--- src/rtl/serial_addsub_ctrl_pkg.sv ---
// Shared types and constants for the serial add/subtract controller.
package serial_addsub_ctrl_pkg;

  // Controller sequencing states
  typedef enum logic [1:0] {
    IDLE = 2'd0,
    RUN  = 2'd1,
    DONE = 2'd2
  } state_t;

  // Operation encoding on the op input
  localparam logic OP_ADD = 1'b0;
  localparam logic OP_SUB = 1'b1;

endpackage

--- src/rtl/serial_addsub_ctrl_nibble_addsub.sv ---
// Combinational 4-bit ripple adder built from four full-adder cells.
module nibble_addsub (
  input  logic [3:0] a,
  input  logic [3:0] b,
  input  logic       cin,
  output logic [3:0] s,
  output logic       cout
);

  logic [4:0] c;

  assign c[0] = cin;

  for (genvar i = 0; i < 4; i++) begin : g_fa
    assign s[i]   = a[i] ^ b[i] ^ c[i];
    assign c[i+1] = (a[i] & b[i]) | (a[i] & c[i]) | (b[i] & c[i]);
  end

  assign cout = c[4];

endmodule

--- src/rtl/serial_addsub_ctrl.sv ---
// Serial W-bit add/subtract: one nibble per clock, LSB first, through a
// single shared 4-bit slice. Subtract is A + ~B + 1 with the +1 entering as
// the initial carry.
module serial_addsub_ctrl
  import serial_addsub_ctrl_pkg::*;
#(
  parameter int unsigned NIBBLES = 4
) (
  input  logic                   clk,
  input  logic                   rst,
  input  logic                   start,
  input  logic                   op,
  input  logic [4*NIBBLES-1:0]   a,
  input  logic [4*NIBBLES-1:0]   b,
  output logic                   busy,
  output logic                   done,
  output logic [4*NIBBLES-1:0]   result,
  output logic                   cout,
  output logic                   overflow
);

  localparam int unsigned W = 4 * NIBBLES;
  localparam logic [2:0]  LastIdx = 3'(NIBBLES - 1);

  state_t         state;
  logic [W-1:0]   a_q;
  logic [W-1:0]   b_q;
  logic           op_q;
  logic [2:0]     idx;
  logic           carry;

  logic [W-1:0]   a_sh;
  logic [W-1:0]   b_sh;
  logic [3:0]     a_nib;
  logic [3:0]     b_nib;
  logic [3:0]     sum_nib;
  logic           slice_cout;
  logic           ovf_final;

  // Select the current nibble of each latched operand; invert B for subtract
  always_comb begin
    a_sh  = a_q >> {idx, 2'b00};
    b_sh  = b_q >> {idx, 2'b00};
    a_nib = a_sh[3:0];
    b_nib = b_sh[3:0] ^ {4{op_q}};
    // On the last nibble sum_nib[3] is the result MSB
    ovf_final = (a_q[W-1] == (b_q[W-1] ^ op_q)) && (sum_nib[3] != a_q[W-1]);
  end

  nibble_addsub u_slice (
    .a    (a_nib),
    .b    (b_nib),
    .cin  (carry),
    .s    (sum_nib),
    .cout (slice_cout)
  );

  // Controller FSM with registered status and result outputs
  always_ff @(posedge clk) begin
    if (rst) begin
      state    <= IDLE;
      a_q      <= '0;
      b_q      <= '0;
      op_q     <= OP_ADD;
      idx      <= '0;
      carry    <= 1'b0;
      busy     <= 1'b0;
      done     <= 1'b0;
      result   <= '0;
      cout     <= 1'b0;
      overflow <= 1'b0;
    end else begin
      done <= 1'b0;
      unique case (state)
        IDLE: begin
          if (start) begin
            a_q   <= a;
            b_q   <= b;
            op_q  <= op;
            idx   <= '0;
            carry <= op;
            busy  <= 1'b1;
            state <= RUN;
          end
        end
        RUN: begin
          result[int'(idx)*4 +: 4] <= sum_nib;
          carry                    <= slice_cout;
          if (idx == LastIdx) begin
            cout     <= slice_cout;
            overflow <= ovf_final;
            done     <= 1'b1;
            state    <= DONE;
          end else begin
            idx <= idx + 3'd1;
          end
        end
        DONE: begin
          busy  <= 1'b0;
          state <= IDLE;
        end
        default: state <= IDLE;
      endcase
    end
  end

endmodule

--- config.mk ---
export PLATFORM = sky130hd
export DESIGN_NAME = serial_addsub_ctrl
export DESIGN_NICKNAME = d
export VERILOG_FILES = /design/src/rtl/serial_addsub_ctrl_pkg.sv /design/src/rtl/serial_addsub_ctrl_nibble_addsub.sv /design/src/rtl/serial_addsub_ctrl.sv
export SDC_FILE = /design/constraint.sdc
export NUM_CORES = 1
export LEC_CHECK = 0
export CORE_MARGIN = 2
export CORE_UTILIZATION = 55
export DETAILED_ROUTE_END_ITERATION = 7
export PLACE_DENSITY = 0.85
export SLEW_MARGIN = 20
export SYNTH_ARGS = -nofsm -noshare
export SYNTH_HDL_FRONTEND = slang
export SYNTH_SLANG_ARGS = --single-unit
--- constraint.sdc ---
create_clock -name clk -period 10.32 [get_ports clk]
set_clock_uncertainty 0.05 [all_clocks]
set_input_delay 1.032 -clock clk [delete_from_list [all_inputs] [get_ports clk]]
set_output_delay 1.032 -clock clk [all_outputs]
set_load 0.1 [all_outputs]
==> results of run 1 <==
## cell usage in the layout, fill, tap and decap left out, drive strengths merged, types with 3 or more instances in the layout
master / Yosys / routed
clkbuf: 6 / 12
mux2i: 8 / 8
mux4: 4 / 4
nand4b: 7 / 7
fa: 4 / 4
nor2b: 4 / 4
and4b: 3 / 3
xor2: 3 / 3
a21oi: 54 / 54
o22ai: 4 / 4
nand3b: 3 / 3
nand4: 4 / 4
clkdlybuf4s50: 0 / 54
a311oi: 3 / 3
inv: 7 / 7
nand3: 7 / 7
dfxtp: 59 / 59
nand2: 80 / 80
ha: 7 / 7
nor4b: 3 / 3
nor2: 3 / 3
## worst max-delay path, cell delays in order (launching register included)
cell,delay (ns)
dfxtp_1,0.85
mux4_2,0.58
and2_1,0.18
fa_1,0.38
inv_1,0.07
fa_1,0.15
inv_1,0.05
fa_1,0.35
inv_1,0.08
fa_1,0.51
or3_1,0.38
a311oi_1,0.26
## registers in the layout, summed over array words and instances (netlist names)
signal / cells
overflow: 1
state: 2
cout: 1
busy: 1
carry: 1
result: 16
a_q: 16
done: 1
idx: 3
op_q: 1
b_q: 16
## layout make-up
| class | count | area, um^2 | area share (%) |
|---|---|---|---|
| multi-input combinational | 224 | 1450 | 41.4 |
| sequential | 59 | 1180 | 33.8 |
| timing repair buffer | 56 | 557 | 15.9 |
| clock buffer | 12 | 165 | 4.73 |
| tap | 67 | 83.8 | 2.40 |
| clock inverter | 2 | 35.0 | 1.00 |
| inverter | 7 | 26.3 | 0.752 |
## per-layer routing
| metal | global-route usage (%) | wire length (um) | vias to the layer above |
|---|---|---|---|
| li1 | - | - | 1166 |
| met1 | 27.4 | 2570 | 1026 |
| met2 | 38.8 | 2870 | 60 |
| met3 | 6.16 | 224 | 9 |
| met4 | 10.3 | 97 | 0 |
| met5 | 0 | 0 | - |
## power breakdown
group	internal [mW]	switching (mW)	leakage, nW
logic	0.0427	0.0535	0.669
clock network	0.128	0.0860	0.104
registers	0.239	0.0106	0.482
## stage by stage
stage	hold slack [ns]	util, %	instance area, um^2
finish	0.400	72.5	3490
global route	0.421	72.5	3490
CTS	0.403	72.3	3480
detailed placement	0.395	68.2	3280
global placement	0.392	68.2	3280
floorplan	0.383	-	2790
## how the worst max path moves through the flow
stage / to / slack [ns] / start
detailed placement: overflow$_SDFFE_PP0P_ / 6.31 / idx[0]$_SDFFE_PP0P_
CTS: overflow$_SDFFE_PP0P_ / 6.30 / idx[0]$_SDFFE_PP0P_
global route: overflow$_SDFFE_PP0P_ / 6.11 / idx[0]$_SDFFE_PP0P_
floorplan: overflow$_SDFFE_PP0P_ / 6.87 / idx[1]$_SDFFE_PP0P_
global placement: overflow$_SDFFE_PP0P_ / 6.44 / idx[0]$_SDFFE_PP0P_
finish: overflow$_SDFFE_PP0P_ / 6.32 / idx[0]$_SDFFE_PP0P_
## logic make-up (layout without fill, tap and decap cells)
logic type	Yosys count	count (layout)	synth area share, %
simple gates	128	128	24.7
compound gates	67	67	12.9
flops	59	59	42.4
buf+inv	30	77	5.89
mux	13	13	6.51
fa+ha+maj	11	11	6.02
xor+xnor	5	5	1.57
==> run metrics, run 1 <==
Final #Nets=404; main flop type after synthesis=dfxtp_1; Syn-to-layout area delta=25.5%; Mapped Nets=360; Pins Over Slew Limit=0; pwr/cell area=160 nW/um^2; H-tree lvl count=3; Post-route DRC=0; commonest cells in the netlist=80 x nand2_1, 59 x dfxtp_1, 54 x a21oi_1, 10 x buf_2, 8 x mux2i_1; Yosys cell types=42; Post-CTS Setup Bufs=0; # diodes=0; Total Routing Usage GR=22.9%; max cap viols=0; Vias=2261; starting density of the core=57.8%; number of global-route vias before repair=2226; fill count=395; Worst Hold End=result[13]$_SDFFE_PP0P_; fin crit share=38.7%; Final setup viols=0; origin of the critical flop-to-flop path=idx[0]$_SDFFE_PP0P_; share of the synthesized area in the top cell type=42.4%; Startpoint Class=flop; Final Power=~0.56 mW; total CTS buffers=9; Pre-antenna DRT Iters=4; worst hold-check path type=flop to flop; WP data arrival=4.19 ns; I/O pin cnt=56; Final Critical Period=4.00 ns; Die X=between 70 and 80 um; clk buf depth=2; CTS clk-pin slew, worst paths=0.06 ns; FP Rows=25; Worst Max-Slew Pin Slew=1.03 ns; Clk Latency, worst-skew pair=0.34 ns; Post-DRT Antenna Nets=0; die span in y=75.2 um; #FFs+latches synth=between 50 and 60; Syn Std Cell Area=2790 um^2; RR Endpoint=overflow$_SDFFE_PP0P_; Synth area leaders=dfxtp_1 42%, nand2_1 11%, a21oi_1 9.7%; DR iter-0 viols=roughly 180; Post-Syn Area per Cell=8.90 um^2; clk root buf=clkbuf_8; dpl hpwl=between 3000 and 4000 um; initial antenna violation count=0; worst path required time=10.51 ns; CTS sink count=59; Core Box Area=4820 um^2; layout cells sized above 1=9.44%; Setup TNS=0 ns; PostCTS Resize Cnt=0; Hold Vio Cnt, Final=0; # hold bufs at CTS=0; Post-Route WL=between 5000 and 6000 um; placed cells=412; reg2reg setup slack=about 6.3 ns; FMAX=250 MHz; CTS tree=done; CP Class=flop to flop; RSZ-0062 raised after global routing=no; ys async rst share=0%; vias per inst=5.30; Worst setup EP type=flop; largest net degree at the start of global routing=60; Max transition margin=between 30% and 40%; leading area contributor after synthesis=dfxtp_1; Place WS=6.31 ns; status=complete, no violations; synthesized instance count=313; final cell count without fillers=427; Worst VDD drop=around 110 uV; min-delay src=result[13]$_SDFFE_PP0P_; setup slack after layout=6.32 ns; GP Congestion=0.828; hold-critical path depth=2; Leak=1.26 nW; number of synthesized flops with an enable pin=0; first-pass GRT wire length=9700 um; Reg2Reg Depth=11; IO buf count=55; crit path max fanout=19; total die area=5650 um^2; gr ovfl total=0; count leader, synth=nand2_1; post-synthesis sequential area ratio=42.4%; yosys synthesis warning count=0; Routed WL per cell=between 10 and 15 um
No activity file was read; power rests on OpenSTA's default activity.
==> run 2, diff against run 1 <==
--- a/config.mk
+++ b/config.mk
@@ -6,9 +6,9 @@
 export NUM_CORES = 1
 export LEC_CHECK = 0
 export CORE_MARGIN = 2
-export CORE_UTILIZATION = 55
+export CORE_UTILIZATION = 46
 export DETAILED_ROUTE_END_ITERATION = 7
-export PLACE_DENSITY = 0.85
+export PLACE_DENSITY = 0.75
 export SLEW_MARGIN = 20
 export SYNTH_ARGS = -nofsm -noshare
 export SYNTH_HDL_FRONTEND = slang
==> constraint.sdc (replaced) <==
create_clock -name clk -period 3.2 [get_ports clk]
set_clock_uncertainty 0.05 [all_clocks]
set_input_delay 0.32 -clock clk [delete_from_list [all_inputs] [get_ports clk]]
set_output_delay 0.32 -clock clk [all_outputs]
set_load 0.1 [all_outputs]
==> run 2 against run 1 <==
Net effect:
- the run now ends with setup timing left
- flip-flop and latch count is the same
- critical path depth grew 1
- final cell count grew 4.4%
- worst hold slack gained 0.0022 ns
- critical endpoint unchanged
- utilization shrank 11 points
- clock power grew to 3.1 times the previous value
- fmax grew 24%
- first-iteration DRC count shrank 24%
- register-to-register slack lost 6.4 ns
- via count grew 2.1%
- sequential power grew to 3.2 times the previous value
- combinational power grew to 3.6 times the previous value
==> run metrics, run 2 (same netlist as run 1, synthesis figures left out) <==
FP Rows=28; total die area=6690 um^2; number of global-route vias before repair=2224; worst hold-check path type=flop to flop; most common cell after layout, fill and taps aside=nand2_1; Vias=2308; fin crit share=101%; setup slack after layout=-0.0303 ns; Startpoint Class=flop; FMAX=310 MHz; die span in y=81.8 um; Worst setup EP type=flop; placed cells=430; RSZ-0062 raised after global routing=yes; CTS tree=done; Pins Over Slew Limit=0; Worst Max-Slew Pin Slew=approximately 1.1 ns; Post-DRT Antenna Nets=0; largest net degree at the start of global routing=60; Reg2Reg Depth=12; dpl hpwl=~4200 um; Core Box Area=5890 um^2; Final Critical Period=around 3.2 ns; Die X=81.8 um; hold-critical path depth=2; status=finished with violations; I/O pin cnt=56; CTS clk-pin slew, worst paths=0.07 ns; WP data arrival=around 3.4 ns; # hold bufs at CTS=0; Post-CTS Setup Bufs=0; Hold Vio Cnt, Final=0; layout cells sized above 1=15.9%; most frequent cells in the layout=80 x nand2_1, 57 x dfxtp_1, 54 x a21oi_1, 54 x clkdlybuf4s50_1, 10 x clkbuf_8; register area=around 1200 um^2; Worst Setup EP=overflow$_SDFFE_PP0P_; starting density of the core=47.3%; Worst VDD drop=between 300 and 400 uV; IO buf count=55; Top Registers=a_q: 16 flops, b_q: 16 flops, result: 16 flops; fill count=approximately 530; Post-route DRC=0; area occupied by multi-input gates=1500 um^2; origin of the critical flop-to-flop path=idx[1]$_SDFFE_PP0P_; Final setup viols=1; first-pass GRT wire length=9960 um; max cap viols=0; failing checks=setup timing; Routed WL per cell=about 14 um; hold_ws=around 0.40 ns; total CTS buffers=9; Pre-antenna DRT Iters=4; worst setup path start=idx[1]$_SDFFE_PP0P_; DR iter-0 viols=between 100 and 150; final cell count without fillers=446; Syn-to-layout area delta=30.1%; clk buf depth=2; crit path max fanout=6; Total Routing Usage GR=19.7%; initial antenna violation count=0; vias per inst=a little over 5; Max transition margin=between 20% and 30%; Post-Route WL=6180 um; H-tree lvl count=3; gr ovfl total=0; RR Endpoint=overflow$_SDFFE_PP0P_; Leak=between 1 and 1.5 nW; CP Class=flop to flop; reg2reg setup slack=-0.03 ns; Final #Nets=413; worst path required time=around 3.4 ns; clk root buf=clkbuf_8; # diodes=0; CTS sink count=59; pwr/cell area=498 nW/um^2; Clk Latency, worst-skew pair=roughly 0.34 ns; Place WS=-0.0635 ns; GP Congestion=between 0.8 and 0.9
[run 2: changes by cell type in the layout (fill, tap and decap cells not counted), moves of 3 or more]
cell | previous run | this run
buf_4 | 0 | 9
fa_1 | 4 | 1
fa_2 | 0 | 3
inv_1 | 7 | 4
inv_2 | 0 | 3
[run 2: worst min-delay path by stage]
stage / endpoint / slack [ns] / from
after floorplan: a_q[10]$_SDFFE_PP0P_ / 0.38 / a_q[10]$_SDFFE_PP0P_
after global placement: result[5]$_SDFFE_PP0P_ / 0.39 / result[5]$_SDFFE_PP0P_
after detailed placement: a_q[10]$_SDFFE_PP0P_ / 0.40 / a_q[10]$_SDFFE_PP0P_
after CTS: a_q[10]$_SDFFE_PP0P_ / 0.40 / a_q[10]$_SDFFE_PP0P_
after global routing: result[5]$_SDFFE_PP0P_ / 0.42 / result[5]$_SDFFE_PP0P_
final: result[8]$_SDFFE_PP0P_ / 0.40 / result[8]$_SDFFE_PP0P_
[run 2: report_power, final]
part           internal, mW  switching [mW]  total [mW]  leakage, nW
clock                 0.376           0.288       0.665       0.0991
sequential            0.770          0.0268       0.797        0.483
combinational         0.154           0.190       0.345        0.717
total                  1.30           0.506        1.81         1.30
[run 2: per-stage QoR]
| stage | util, % | TNS (ns) | instance area (um^2) | power (mW) |
|---|---|---|---|---|
| floorplan | - | -0.0803 | 2810 | 1.04 |
| global placement | 57.4 | 0 | 3380 | 1.14 |
| detailed placement | 57.4 | -0.0635 | 3380 | 1.15 |
| CTS | 60.9 | -0.0271 | 3590 | 1.81 |
| global route | 61.6 | -0.118 | 3620 | 1.89 |
| finish | 61.6 | -0.0303 | 3620 | 1.81 |
[run 2: area by class of cell]
class | instances | share of cell area (%)
Multi-Input combinational cell | 224 | 41.3
Sequential cell | 59 | 32.8
Timing Repair Buffer | 65 | 17.2
Clock buffer | 11 | 3.90
Tap cell | 75 | 2.59
Clock inverter | 5 | 1.45
Inverter | 7 | 0.725
[run 2: repair_timing]
item | 4_1_cts | 5_1_grt
resized for setup | 4 | 9
endpoints found under the setup margin | 1 | 3
pin swaps | 5 | 6
[run 2: metal layers]
layer  up-vias  part of all wire (%)  routed length (um)  GRT usage (%)
met5         -                     0                   0              0
met3        19                   4.2                 259           6.15
li1       1182                     -                   -              -
met1      1049                    46                2850           24.4
met2        58                    47                2920           31.1
met4         0                   2.4                 147           9.17
[run 2: critical path: stages (launching register included)]
cell	delay [ns]
dfxtp_4	0.40
mux2i_2	0.29
o22ai_4	0.12
xor2_2	0.19
fa_2	0.36
inv_2	0.06
fa_2	0.18
inv_2	0.04
fa_2	0.34
inv_2	0.07
fa_1	0.39
or3_1	0.37
a311oi_2	0.27
==> run 3, diff against run 2 <==
--- a/config.mk
+++ b/config.mk
@@ -5,10 +5,11 @@
 export SDC_FILE = /design/constraint.sdc
 export NUM_CORES = 1
 export LEC_CHECK = 0
+export CAP_MARGIN = 20
 export CORE_MARGIN = 2
 export CORE_UTILIZATION = 46
 export DETAILED_ROUTE_END_ITERATION = 7
-export PLACE_DENSITY = 0.75
+export PLACE_DENSITY_LB_ADDON = 0.2
 export SLEW_MARGIN = 20
 export SYNTH_ARGS = -nofsm -noshare
 export SYNTH_HDL_FRONTEND = slang
==> run 3 against run 2 <==
Net effect:
- first-iteration DRC count down 6.0%
- register-to-register slack improved by 0.08 ns
- final cell count did not move
- clock power decreased by 2%
- wire length down 3.3%
- sequential share of layout area up 0.19 points
- non-clock buffer count unchanged
- fmax grew 2.5%
- the run now ends clean
- via count barely moved
- largest cell class unchanged
- critical endpoint unchanged
- critical path type unchanged
- final area down 0.79%
- die area unchanged
- combinational power shrank 1%
==> run metrics, run 3 (same netlist as run 1, synthesis figures left out) <==
status=complete, no violations; WP data arrival=approximately 3.3 ns; Max transition margin=30.0%; GP Congestion=0.824; Core Box Area=approximately 6000 um^2; Place WS=-0.0721 ns; most common cell after layout, fill and taps aside=nand2_1; Pre-antenna DRT Iters=4; Final Critical Period=3.15 ns; clk root buf=clkbuf_8; max cap viols=0; worst hold-check path type=flop to flop; most frequent cells in the layout=80 x nand2_1, 57 x dfxtp_1, 54 x a21oi_1, 54 x clkdlybuf4s50_1, 10 x clkbuf_8; Post-route DRC=0; vias per inst=about 5.2; Die X=81.8 um; first-pass GRT wire length=10200 um; hold_ws=0.399 ns; fill count=540; Post-DRT Antenna Nets=0; IO buf count=55; Final Power=1.79 mW; register area=~1200 um^2; total CTS buffers=9; Routed WL per cell=13.4 um; Final setup viols=0; Total Routing Usage GR=20.0%; setup slack after layout=0.0469 ns; # diodes=0; Hold Vio Cnt, Final=0; gr ovfl total=0; Worst VDD drop=289 uV; pwr/cell area=around 500 nW/um^2; I/O pin cnt=between 50 and 60; clk buf depth=2; RSZ-0062 raised after global routing=yes; dpl hpwl=4300 um; Worst Max-Slew Pin Slew=1.05 ns; H-tree lvl count=3; die span in y=81.8 um; crit path max fanout=4; layout cells sized above 1=13.7%; Startpoint Class=flop; Post-CTS Setup Bufs=0; FP Rows=28; area occupied by multi-input gates=1470 um^2; # hold bufs at CTS=0; Pins Over Slew Limit=0; worst path required time=roughly 3.4 ns; starting density of the core=47.3%; initial antenna violation count=0; Worst setup EP type=flop; reg2reg setup slack=0.05 ns; DR iter-0 viols=~130; number of global-route vias before repair=about 2.2k; Final #Nets=413; CP Class=flop to flop; Vias=2310; Leak=1.29 nW; largest net degree at the start of global routing=60; CTS clk-pin slew, worst paths=0.07 ns; Top Registers=a_q: 16 flops, b_q: 16 flops, result: 16 flops; FMAX=317 MHz; CTS sink count=59; Clk Latency, worst-skew pair=0.33 ns; total die area=6690 um^2; Syn-to-layout area delta=29.1%; fin crit share=98.5%; Post-Route WL=around 6000 um; CTS tree=done
run 3: changes by cell type in the layout (fill, tap and decap cells not counted), moves of 2 or more:
cell,change
clkbuf_1,+3
clkinv_2,-2
mux2i_1,+2
mux2i_2,-2
run 3: final timing paths:
check                          from                      to  depth (start not counted)
max             idx[0]$_SDFFE_PP0P_   overflow$_SDFFE_PP0P_                         11
min          result[9]$_SDFFE_PP0P_  result[9]$_SDFFE_PP0P_                          2
max reg2reg     idx[0]$_SDFFE_PP0P_   overflow$_SDFFE_PP0P_                         11
min reg2reg  result[9]$_SDFFE_PP0P_  result[9]$_SDFFE_PP0P_                          2
run 3: routing by layer:
| metal | GRT usage [%] | vias to the layer above | routed length (um) |
|---|---|---|---|
| li1 | - | 1185 | - |
| met3 | 5.71 | 7 | 201 |
| met1 | 24.2 | 1068 | 2730 |
| met5 | 0 | - | 0 |
| met2 | 33.7 | 50 | 2950 |
| met4 | 7.67 | 0 | 87 |
run 3: report_power, final:
part           switching (mW)  total [mW]  leakage, nW  internal [mW]
registers              0.0262       0.797        0.483          0.770
clock network           0.272       0.653       0.0947          0.381
logic                   0.187       0.341        0.716          0.154
run 3: through the flow:
stage	instance area, um^2	util, %	setup TNS [ns]	cells
4_1_cts	3570	60.6	0	446
2_1_floorplan	2810	-	-0.0803	313
3_3_place_gp	3380	57.4	0	430
5_1_grt	3590	61.1	-0.0310	446
6_report	3590	61.1	0	446
3_5_place_dp	3380	57.4	-0.0721	430
run 3: cell type report:
type / count / area share, %
multi-input cells: 224 / 41.0
flip-flops and latches: 59 / 33.0
clock buffers: 14 / 4.25
repair buffers: 65 / 17.5
inverters: 7 / 0.731
clock inverters: 2 / 0.975
well taps: 75 / 2.61
run 3: worst max-delay path, stage by stage (launching register included):
cell	delay, ns
dfxtp_4	0.37
mux4_2	0.50
and2_4	0.15
fa_2	0.33
inv_2	0.06
fa_2	0.19
inv_2	0.04
fa_2	0.32
inv_2	0.07
fa_1	0.40
or3_1	0.32
a311oi_1	0.26
run 3: repair_timing:
action,CTS,global route
hold endpoints to repair,0,0
gates resized for setup,0,8
setup endpoints to repair,1,3
pin swaps,4,5
